===== src/rtl/rmii_rx_frame_filter.sv =====
// Receive-side Ethernet frame filter: destination MAC match, length and FCS check, 6-byte header delay line.
// Optional: define RMII_RX_BRDCST_EN to also accept the broadcast destination ff:ff:ff:ff:ff:ff.
module rmii_rx_frame_filter #(
  parameter logic [47:0] P_MAC_ADDR = 48'h02_00_00_00_00_01,
  parameter int          P_MIN_LEN  = 64,
  parameter int          P_MAX_LEN  = 1522
) (
  input  logic        rx_clk,
  input  logic        rx_rst,
  input  logic [8:0]  rx_byte,
  input  logic        rx_byte_vld,
  output logic [7:0]  m_data,
  output logic        m_valid,
  output logic        m_last,
  output logic        m_err,
  output logic [15:0] frm_cnt,
  output logic [15:0] drop_cnt,
  output logic [15:0] crc_err_cnt
);

  localparam logic [2:0] S_IDLE    = 3'd0;
  localparam logic [2:0] S_HDR     = 3'd1;
  localparam logic [2:0] S_PASS    = 3'd2;
  localparam logic [2:0] S_DRAIN   = 3'd3;
  localparam logic [2:0] S_DISCARD = 3'd4;

  localparam logic [31:0] CRC_INIT    = 32'hFFFF_FFFF;
  localparam logic [31:0] CRC_RESIDUE = 32'hDEBB_20E3;
  localparam logic [11:0] MIN_LEN     = 12'(P_MIN_LEN);
  localparam logic [11:0] MAX_LEN     = 12'(P_MAX_LEN);

  logic [2:0]  state;
  logic        prev_flag;
  logic        armed;      // a low in-frame flag has been seen since reset
  logic        ipg_seen;   // a new frame started while the previous one drains
  logic [31:0] crc;
  logic [11:0] len;
  logic [47:0] dl;         // delay line, oldest byte in [47:40]
  logic [2:0]  drain_cnt;

  logic        flag, take, sof, eof;
  logic [31:0] crc_upd;
  logic [11:0] len_upd;
  logic [47:0] dl_upd;
  logic        addr_ok;
  logic        frame_err;

  function automatic logic [31:0] crc32_byte(input logic [31:0] c_in, input logic [7:0] d);
    logic [31:0] c;
    c = c_in ^ {24'h0, d};
    for (int i = 0; i < 8; i++)
      c = c[0] ? ((c >> 1) ^ 32'hEDB8_8320) : (c >> 1);
    return c;
  endfunction

  // NOTE: every variable driven here gets a value on every path, so no latch is inferred.
  always_comb begin
    flag    = rx_byte[8];
    take    = rx_byte_vld & flag;
    sof     = flag & ~prev_flag;
    eof     = prev_flag & ~flag;
    crc_upd = crc32_byte((state == S_IDLE) ? CRC_INIT : crc, rx_byte[7:0]);
    len_upd = (state == S_IDLE) ? 12'd1 : ((len == 12'hFFF) ? len : len + 12'd1);
    dl_upd  = {dl[39:0], rx_byte[7:0]};
    addr_ok = (dl_upd == P_MAC_ADDR);
`ifdef RMII_RX_BRDCST_EN
    addr_ok = addr_ok | (dl_upd == 48'hFFFF_FFFF_FFFF);
`endif
    frame_err = (crc != CRC_RESIDUE) | (len < MIN_LEN) | (len > MAX_LEN);
  end

  // NOTE: sequential state uses non-blocking assignments only; the delay line is
  // reset too because its contents are observable on m_data during the drain.
  always_ff @(posedge rx_clk or posedge rx_rst) begin
    if (rx_rst) begin
      state       <= S_IDLE;
      prev_flag   <= 1'b0;
      armed       <= 1'b0;
      ipg_seen    <= 1'b0;
      crc         <= CRC_INIT;
      len         <= 12'd0;
      dl          <= 48'd0;
      drain_cnt   <= 3'd0;
      m_data      <= 8'd0;
      m_valid     <= 1'b0;
      m_last      <= 1'b0;
      m_err       <= 1'b0;
      frm_cnt     <= 16'd0;
      drop_cnt    <= 16'd0;
      crc_err_cnt <= 16'd0;
    end else begin
      prev_flag <= flag;
      if (!flag) armed <= 1'b1;
      m_data  <= 8'd0;
      m_valid <= 1'b0;
      m_last  <= 1'b0;
      m_err   <= 1'b0;

      case (state)
        S_IDLE: begin
          if (take && armed) begin
            crc   <= crc_upd;
            len   <= len_upd;
            dl    <= dl_upd;
            state <= S_HDR;
          end
        end

        S_HDR: begin
          if (eof) begin
            drop_cnt <= drop_cnt + 16'd1;
            state    <= S_IDLE;
          end else if (take) begin
            crc <= crc_upd;
            len <= len_upd;
            dl  <= dl_upd;
            if (len == 12'd5) state <= addr_ok ? S_PASS : S_DISCARD;
          end
        end

        S_PASS: begin
          if (eof) begin
            // a frame that ended right after its destination address has no payload to forward
            if (len == 12'd6) begin
              drop_cnt <= drop_cnt + 16'd1;
              state    <= S_IDLE;
            end else begin
              drain_cnt <= 3'd0;
              ipg_seen  <= 1'b0;
              state     <= S_DRAIN;
            end
          end else if (take) begin
            crc     <= crc_upd;
            len     <= len_upd;
            dl      <= dl_upd;
            m_valid <= 1'b1;
            m_data  <= dl[47:40];
          end
        end

        S_DRAIN: begin
          m_valid   <= 1'b1;
          m_data    <= dl[47:40];
          dl        <= {dl[39:0], 8'h00};
          drain_cnt <= drain_cnt + 3'd1;
          if (sof) ipg_seen <= 1'b1;
          if (eof && ipg_seen) begin
            drop_cnt <= drop_cnt + 16'd1;
            ipg_seen <= 1'b0;
          end
          if (drain_cnt == 3'd5) begin
            m_last  <= 1'b1;
            m_err   <= frame_err;
            frm_cnt <= frm_cnt + 16'd1;
            if (crc != CRC_RESIDUE) crc_err_cnt <= crc_err_cnt + 16'd1;
            ipg_seen <= 1'b0;
            // a frame that overlapped the drain is swallowed whole by DISCARD
            state <= (sof || (ipg_seen && !eof)) ? S_DISCARD : S_IDLE;
          end
        end

        S_DISCARD: begin
          if (eof) begin
            drop_cnt <= drop_cnt + 16'd1;
            state    <= S_IDLE;
          end
        end

        default: state <= S_IDLE;
      endcase
    end
  end

endmodule

===== config.mk =====
export PLATFORM = sky130hd
export DESIGN_NAME = rmii_rx_frame_filter
export DESIGN_NICKNAME = d
export VERILOG_FILES = /design/src/rtl/rmii_rx_frame_filter.sv
export SDC_FILE = /design/constraint.sdc
export NUM_CORES = 1
export LEC_CHECK = 0
export CAP_MARGIN = 40
export CORE_ASPECT_RATIO = 1.75
export CORE_MARGIN = 4
export CORE_UTILIZATION = 64
export CTS_CLUSTER_SIZE = 28
export DETAILED_ROUTE_END_ITERATION = 6
export DONT_BUFFER_PORTS = 1
export PLACE_DENSITY = 0.8
export SLEW_MARGIN = 5
export SYNTH_ARGS = -nofsm -noshare
export SYNTH_HDL_FRONTEND = slang
export SYNTH_SLANG_ARGS = --single-unit

===== constraint.sdc =====
create_clock -name rx_clk -period 6.7 [get_ports rx_clk]
set_input_delay 1.005 -clock rx_clk [delete_from_list [all_inputs] [get_ports rx_clk]]
set_output_delay 1.005 -clock rx_clk [all_outputs]
set_load 0.1 [all_outputs]

# --- After elaboration in Yosys (flattened, before gate mapping) ---
# Cells that the tools add are included.
classes:
  n_mux: 58
  eq_ne: 23
  div: 0
  mul: 0
  n_reduce_logical: 20
  n_shift: 0
  n_addsub: 5
  n_lt_le_gt_ge: 2
  n_bitwise: 16
op_table:
  columns: ["operator", "n"]
  rows:
  - ["two-way mux 32 bit", 12]
  - ["two-way mux 48 bit", 3]
  - ["case mux 48 bit (3 select lines)", 1]
  - ["NOT 13 -> 14 bit", 8]
  - ["two-way mux 16 bit", 4]
  - ["case mux 32 bit (2 select lines)", 1]
  - ["two-way mux 12 bit", 5]
  - ["adder 16 x 1 -> 16 bit, second input constant", 3]
  - ["== test 48 x 42 -> 1 bit, second input constant", 1]
  - ["case mux 16 bit (3 select lines)", 1]
  - ["two-way mux 3 bit", 11]
  - ["inequality test 32 bit, second input constant", 1]
  - ["XOR 32 x 8 -> 32 bit", 1]
  - ["== test 12 x 3 -> 1 bit, second input constant", 2]
  - ["case mux 12 bit (2 select lines)", 1]
  - ["two-way mux 8 bit", 2]
  - ["case mux 8 bit (2 select lines)", 1]
  - ["case mux 3 bit (5 select lines)", 1]
  - ["inequality test 2 bit, second input constant", 7]
  - ["adder 12 x 1 -> 12 bit, second input constant", 1]
  - ["== test 12 bit, second input constant", 1]
  - ["> comparator 12 x 11 -> 1 bit, second input constant", 1]
  - ["less-than comparator 12 x 7 -> 1 bit, second input constant", 1]
  - ["AND reduction 4 bit", 3]
  - ["25 further kinds", 51]
totals:
  ram_bits: 0
  latch_bits: 0
  inputBits: 12
  elab_cells: 139
  mem_count: 0
  output_inout_bits: 59
  ff_bits: 160
  mem_bits_ro: 0

# --- Logic depth before layout (Yosys ltp) ---
depth:
  depth_word: 22
  mapped_depth: 9
  ltp_nobuf: 8

# --- Worst setup path after synthesis ---
# OpenSTA, ideal clock, no wires.
synth_timing:
  kind: "input to register"
  from: "in rx_byte[2]"
  to: "reg crc[21]"
  path_buffers: 1
  required_ps: 6628
  arrival_time_ps: 2550
  setup_time_ps: 72
  slack_ps: 4078
  cell_stages: 6
  cell_sequence: "clkbuf_1 xor2_1 xnor2_1 xnor3_1 xor2_1 o21ai_1"
synth_via:
  elab_chain_len: 15
  word_cells_on_any_way: 16
  classes_between: "mux: 12; bitwise: 4"
synth_lines:
  columns: ["element", "line", "rtl"]
  rows:
  - ["start, declared", "10", "input logic [8:0] rx_byte,"]
  - ["XOR 32 x 8 -> 32 bit *", "50", "c = c_in ^ {24'h0, d};"]
  - ["two-way mux 32 bit * (4 in a row)", "52", "c = c[0] ? ((c >> 1) ^ 32'hEDB8_8320) : (c >> 1);"]
  - ["NOT 13 -> 14 bit (no line)", null, null]
  - ["two-way mux 32 bit *", "52", null]
  - ["NOT 13 -> 14 bit (no line)", null, null]
  - ["two-way mux 32 bit * (2 in a row)", "52", null]
  - ["NOT 13 -> 14 bit (no line)", null, null]
  - ["two-way mux 32 bit *", "52", null]
  - ["two-way mux 32 bit", "113, 132", null]
  - ["two-way mux 32 bit", "122", "if (eof) begin"]
  - ["case mux 32 bit (2 select lines) *", "99", "case (state)"]
  - ["end signal, assigned", "102", "crc <= crc_upd;"]
  - ["end signal, assigned", "114", "crc <= crc_upd;"]
  - ["end signal, assigned", "133", "crc <= crc_upd;"]
  - ["end, declared", "36", "logic [31:0] crc;"]
# Every way passes the cells marked *; elsewhere a longest branch is shown, timed or not. The select of a mux whose other input is x is not followed.
# A chain may end at the register's enable or synchronous reset.

# --- Worst setup path after layout ---
layout_timing:
  from: "reg len[11]"
  to: "reg drop_cnt[14]"
layout_via:
  elab_chain_len: 3
layout_lines:
  columns: ["element", "line", "rtl"]
  rows:
  - ["start, declared", "37", "logic [11:0] len;"]
  - ["start signal, assigned", "103", "len <= len_upd;"]
  - ["start signal, assigned", "115", "len <= len_upd;"]
  - ["start signal, assigned", "134", "len <= len_upd;"]
  - ["== test 12 x 3 -> 1 bit", "124", "if (len == 12'd6) begin"]
  - ["inequality test 2 bit (no line)", null, null]
  - ["AND reduction 5 bit (no line)", null, null]
  - ["end signal, assigned", "111", "drop_cnt <= drop_cnt + 16'd1;"]
  - ["end signal, assigned", "125", "drop_cnt <= drop_cnt + 16'd1;"]
  - ["end signal, assigned", "148", "drop_cnt <= drop_cnt + 16'd1;"]
  - ["end, declared", "17", "output logic [15:0] drop_cnt,"]
# Every way passes these cells.

==> out/qor.yml <==
sta:
  whs_ns: 0.494
  hold_viol_final: 0
  post-route-period-util_pct: 45.6
  drv_slew: 0
  setup_viol: 0
  rsz0062_at_grt: "false"
  layout_min_cycle_time_ns: 3.05
  final.setup.tns_ns: 0
  clock_skew_ns: 0.00850
  fmax_ghz: 0.328
  slew_headroom_pct: 39.2
  worst_pin_slew_ns: 0.912
clock_network:
  htree_levels: 4
  clk_path_buf_depth: 2
  cts_buffers: 17
  cts_resized: 0
  post_cts_buffers: 0
  cts_tree: "yes"
  clk_pin_slew_ns: 0.07
  cts_hold_buf: 0
  cts_root_buffer: "clkbuf_16"
  worst_skew_pair.late_latency_ns: 0.43
  cts.sinks: 160
floorplanning:
  die_area_sq_um: 14500
  die_x_microns: 92.7
  core_area_sq_um: 12100
  rows: 53
  start_util_pct: 66.2
  top_level_ports: 71
  die_h_microns: 156
worst_setup_path:
  crit_required_ns: 6.98
  end_kind: "flip-flop"
  cp-start-kind: "flip-flop"
  path_class: "reg -> reg"
  path_max_fanout: 8
  crit_arrival_ns: 3.33
pwr:
  p_per_area_nw_per_um2: 433
  p_leak_nw: 4.66
  max-vdd-ir-drop_v: 0.000427
synthesis:
  ys_ff_latch: 160
  yosysSeqAreaShare_pct: 50.3
  synth_edf_count: 0
  synth_flop_cell: "dfrtp_1"
  synth_area_leaders: "dfrtp_1 (40%), xnor2_1 (11%), dfstp_2 (10%), nand2_1 (9.2%), xor2_1 (4.5%)"
  synth_top_area_share_pct: 39.9
  synthDistinctLibCells: 57
  syn_inst: 828
  synthArstFlopShare_pct: 100
  mappedNetlistArea_sq_um: 8030
  syn_nets: 848
  yosysTopAreaCell: "dfrtp_1"
  yosysWarnings: 0
  avgSynthCellArea_sq_um: 9.70
layout:
  drive_above_1_share_pct: 18.3
  antenna_cells: 0
  area_growth_pct: 27.5
  final_cell_mix: "nand2_1 (197), dfrtp_1 (128), xnor2_1 (99)"
  regArea_sq_um: 4040
  multiInputGateArea_sq_um: 3780
  fin_util_pct: 84.4
  layoutNonFillerInstCount: 1063
  nets: 905
  nFillCells: 542
  mostFrequentLayoutCell: "nand2_1"
route:
  ant_nets: 0
  dr.pass1.iters: 6
  wl_per_cell_microns: 22.7
  wirelength_microns: 24200
  viasPerCell: 6.24
  drt_iter0_drc: 1001
  post-route-drc-count: 0
  vias: 6635
placed_design:
  io_buffers: 0
  routabilityCongestion: 0.907
  place_hpwl_microns: 15400
  placed_cells: 1030
flow_run:
  maxCapViolCount: 0
grt:
  grt_pass1_vias: 6855
  grt_max_degree: 93
  grt_usage_pct: 34.6
  grt_remaining_overflow: 0
  grt_pass1_wl_microns: 38000
  antenna_found_initial: 0
status:
  outcome: "finished, final reports clean"
hold_path:
  holdCritPathClass: "reg -> reg"
## report_power, final
part | switching [mW] | total [mW] | internal, mW
Combinational | 0.995 | 1.83 | 0.839
Clock | 0.433 | 0.993 | 0.560
Sequential | 0.309 | 1.60 | 1.29
## path summary, 6_finish.rpt
check / from / end / slack, ns / cells past startpoint
setup reg to reg: len[11] / drop_cnt[14] / 3.65 / 6
hold / removal: dl[40] / dl[40] / 0.49 / 2
hold reg to reg: dl[40] / dl[40] / 0.49 / 2
setup / recovery: len[11] / drop_cnt[14] / 3.65 / 6
min in group asynchronous: rx_rst / crc_err_cnt[8] / 0.60 / 1
max in group asynchronous: rx_rst / dl[3] / 4.70 / 2
## layer usage
| metal | wire length [microns] | vias up | part of all wire [%] | track usage (%) |
|---|---|---|---|---|
| met5 | 0 | - | 0 | 0 |
| met4 | 1790 | 0 | 7.4 | 21.7 |
| met3 | 1850 | 155 | 7.7 | 8.11 |
| met2 | 12800 | 451 | 53 | 61.0 |
| met1 | 7730 | 3203 | 32 | 36.9 |
| li1 | - | 2826 | - | - |
## metrics by stage
stage / area (sq um) / power [mW] / setup WS, ns
3_3_place_gp: 8120 / 3.17 / 3.84
5_1_grt: 10200 / 4.64 / 3.60
6_report: 10200 / 4.43 / 3.65
2_1_floorplan: 8030 / 2.91 / 1.43
3_5_place_dp: 9640 / 3.37 / 3.85
4_1_cts: 10200 / 4.41 / 3.63
## synth_stat cells (all sizes together), types with 2 or more instances
cell type / count
nand2: 197
dfrtp: 128
xnor2: 102
nor2: 73
xor2: 41
o21ai: 40
dfstp: 32
nand3: 32
clkbuf: 28
nand4: 18
nor4: 17
buf: 13
inv: 13
nor3: 11
and2: 10
ha: 8
nor2b: 8
and3: 7
a21oi: 6
nor4b: 5
a211oi: 4
mux2: 4
xnor3: 4
a41oi: 3
and4: 3
nand2b: 3
a21o: 2
a31oi: 2
nand4b: 2
or3: 2
## area by class of cell
| class | count | area share (%) |
|---|---|---|
| clock inverter | 15 | 1.69 |
| clock buffer | 17 | 4.15 |
| timing repair buffer | 79 | 15.3 |
| sequential | 160 | 39.5 |
| multi-input combinational | 614 | 36.9 |
| tap | 165 | 2.02 |
| inverter | 13 | 0.525 |
## registers in the layout (all words and copies together), names as in the netlist, 3 cells and up
signal	cells
dl	48
frm_cnt	16
drain_cnt	3
crc	32
len	12
state	3
drop_cnt	16
m_data	8
crc_err_cnt	16
## critical path: stages (launching register included)
cell     delay (ns)
dfrtp_1        0.48
nor4_2         0.64
a41oi_1        0.38
nor3_4         0.49
nand3_1        0.27
nor3_1         0.44
xnor2_1        0.19
## logic make-up after synthesis
| logic type | synth area share (%) |
|---|---|
| multiplexers | 0.561 |
| adder cells (fa/ha/maj) | 1.25 |
| flip-flops | 50.3 |
| AND/OR/NAND/NOR | 23.0 |
| XOR/XNOR | 17.0 |
| buffers and inverters | 2.85 |
| AO/OA/AOI/OAI | 5.03 |
No activity file was read; power rests on OpenSTA's default activity.
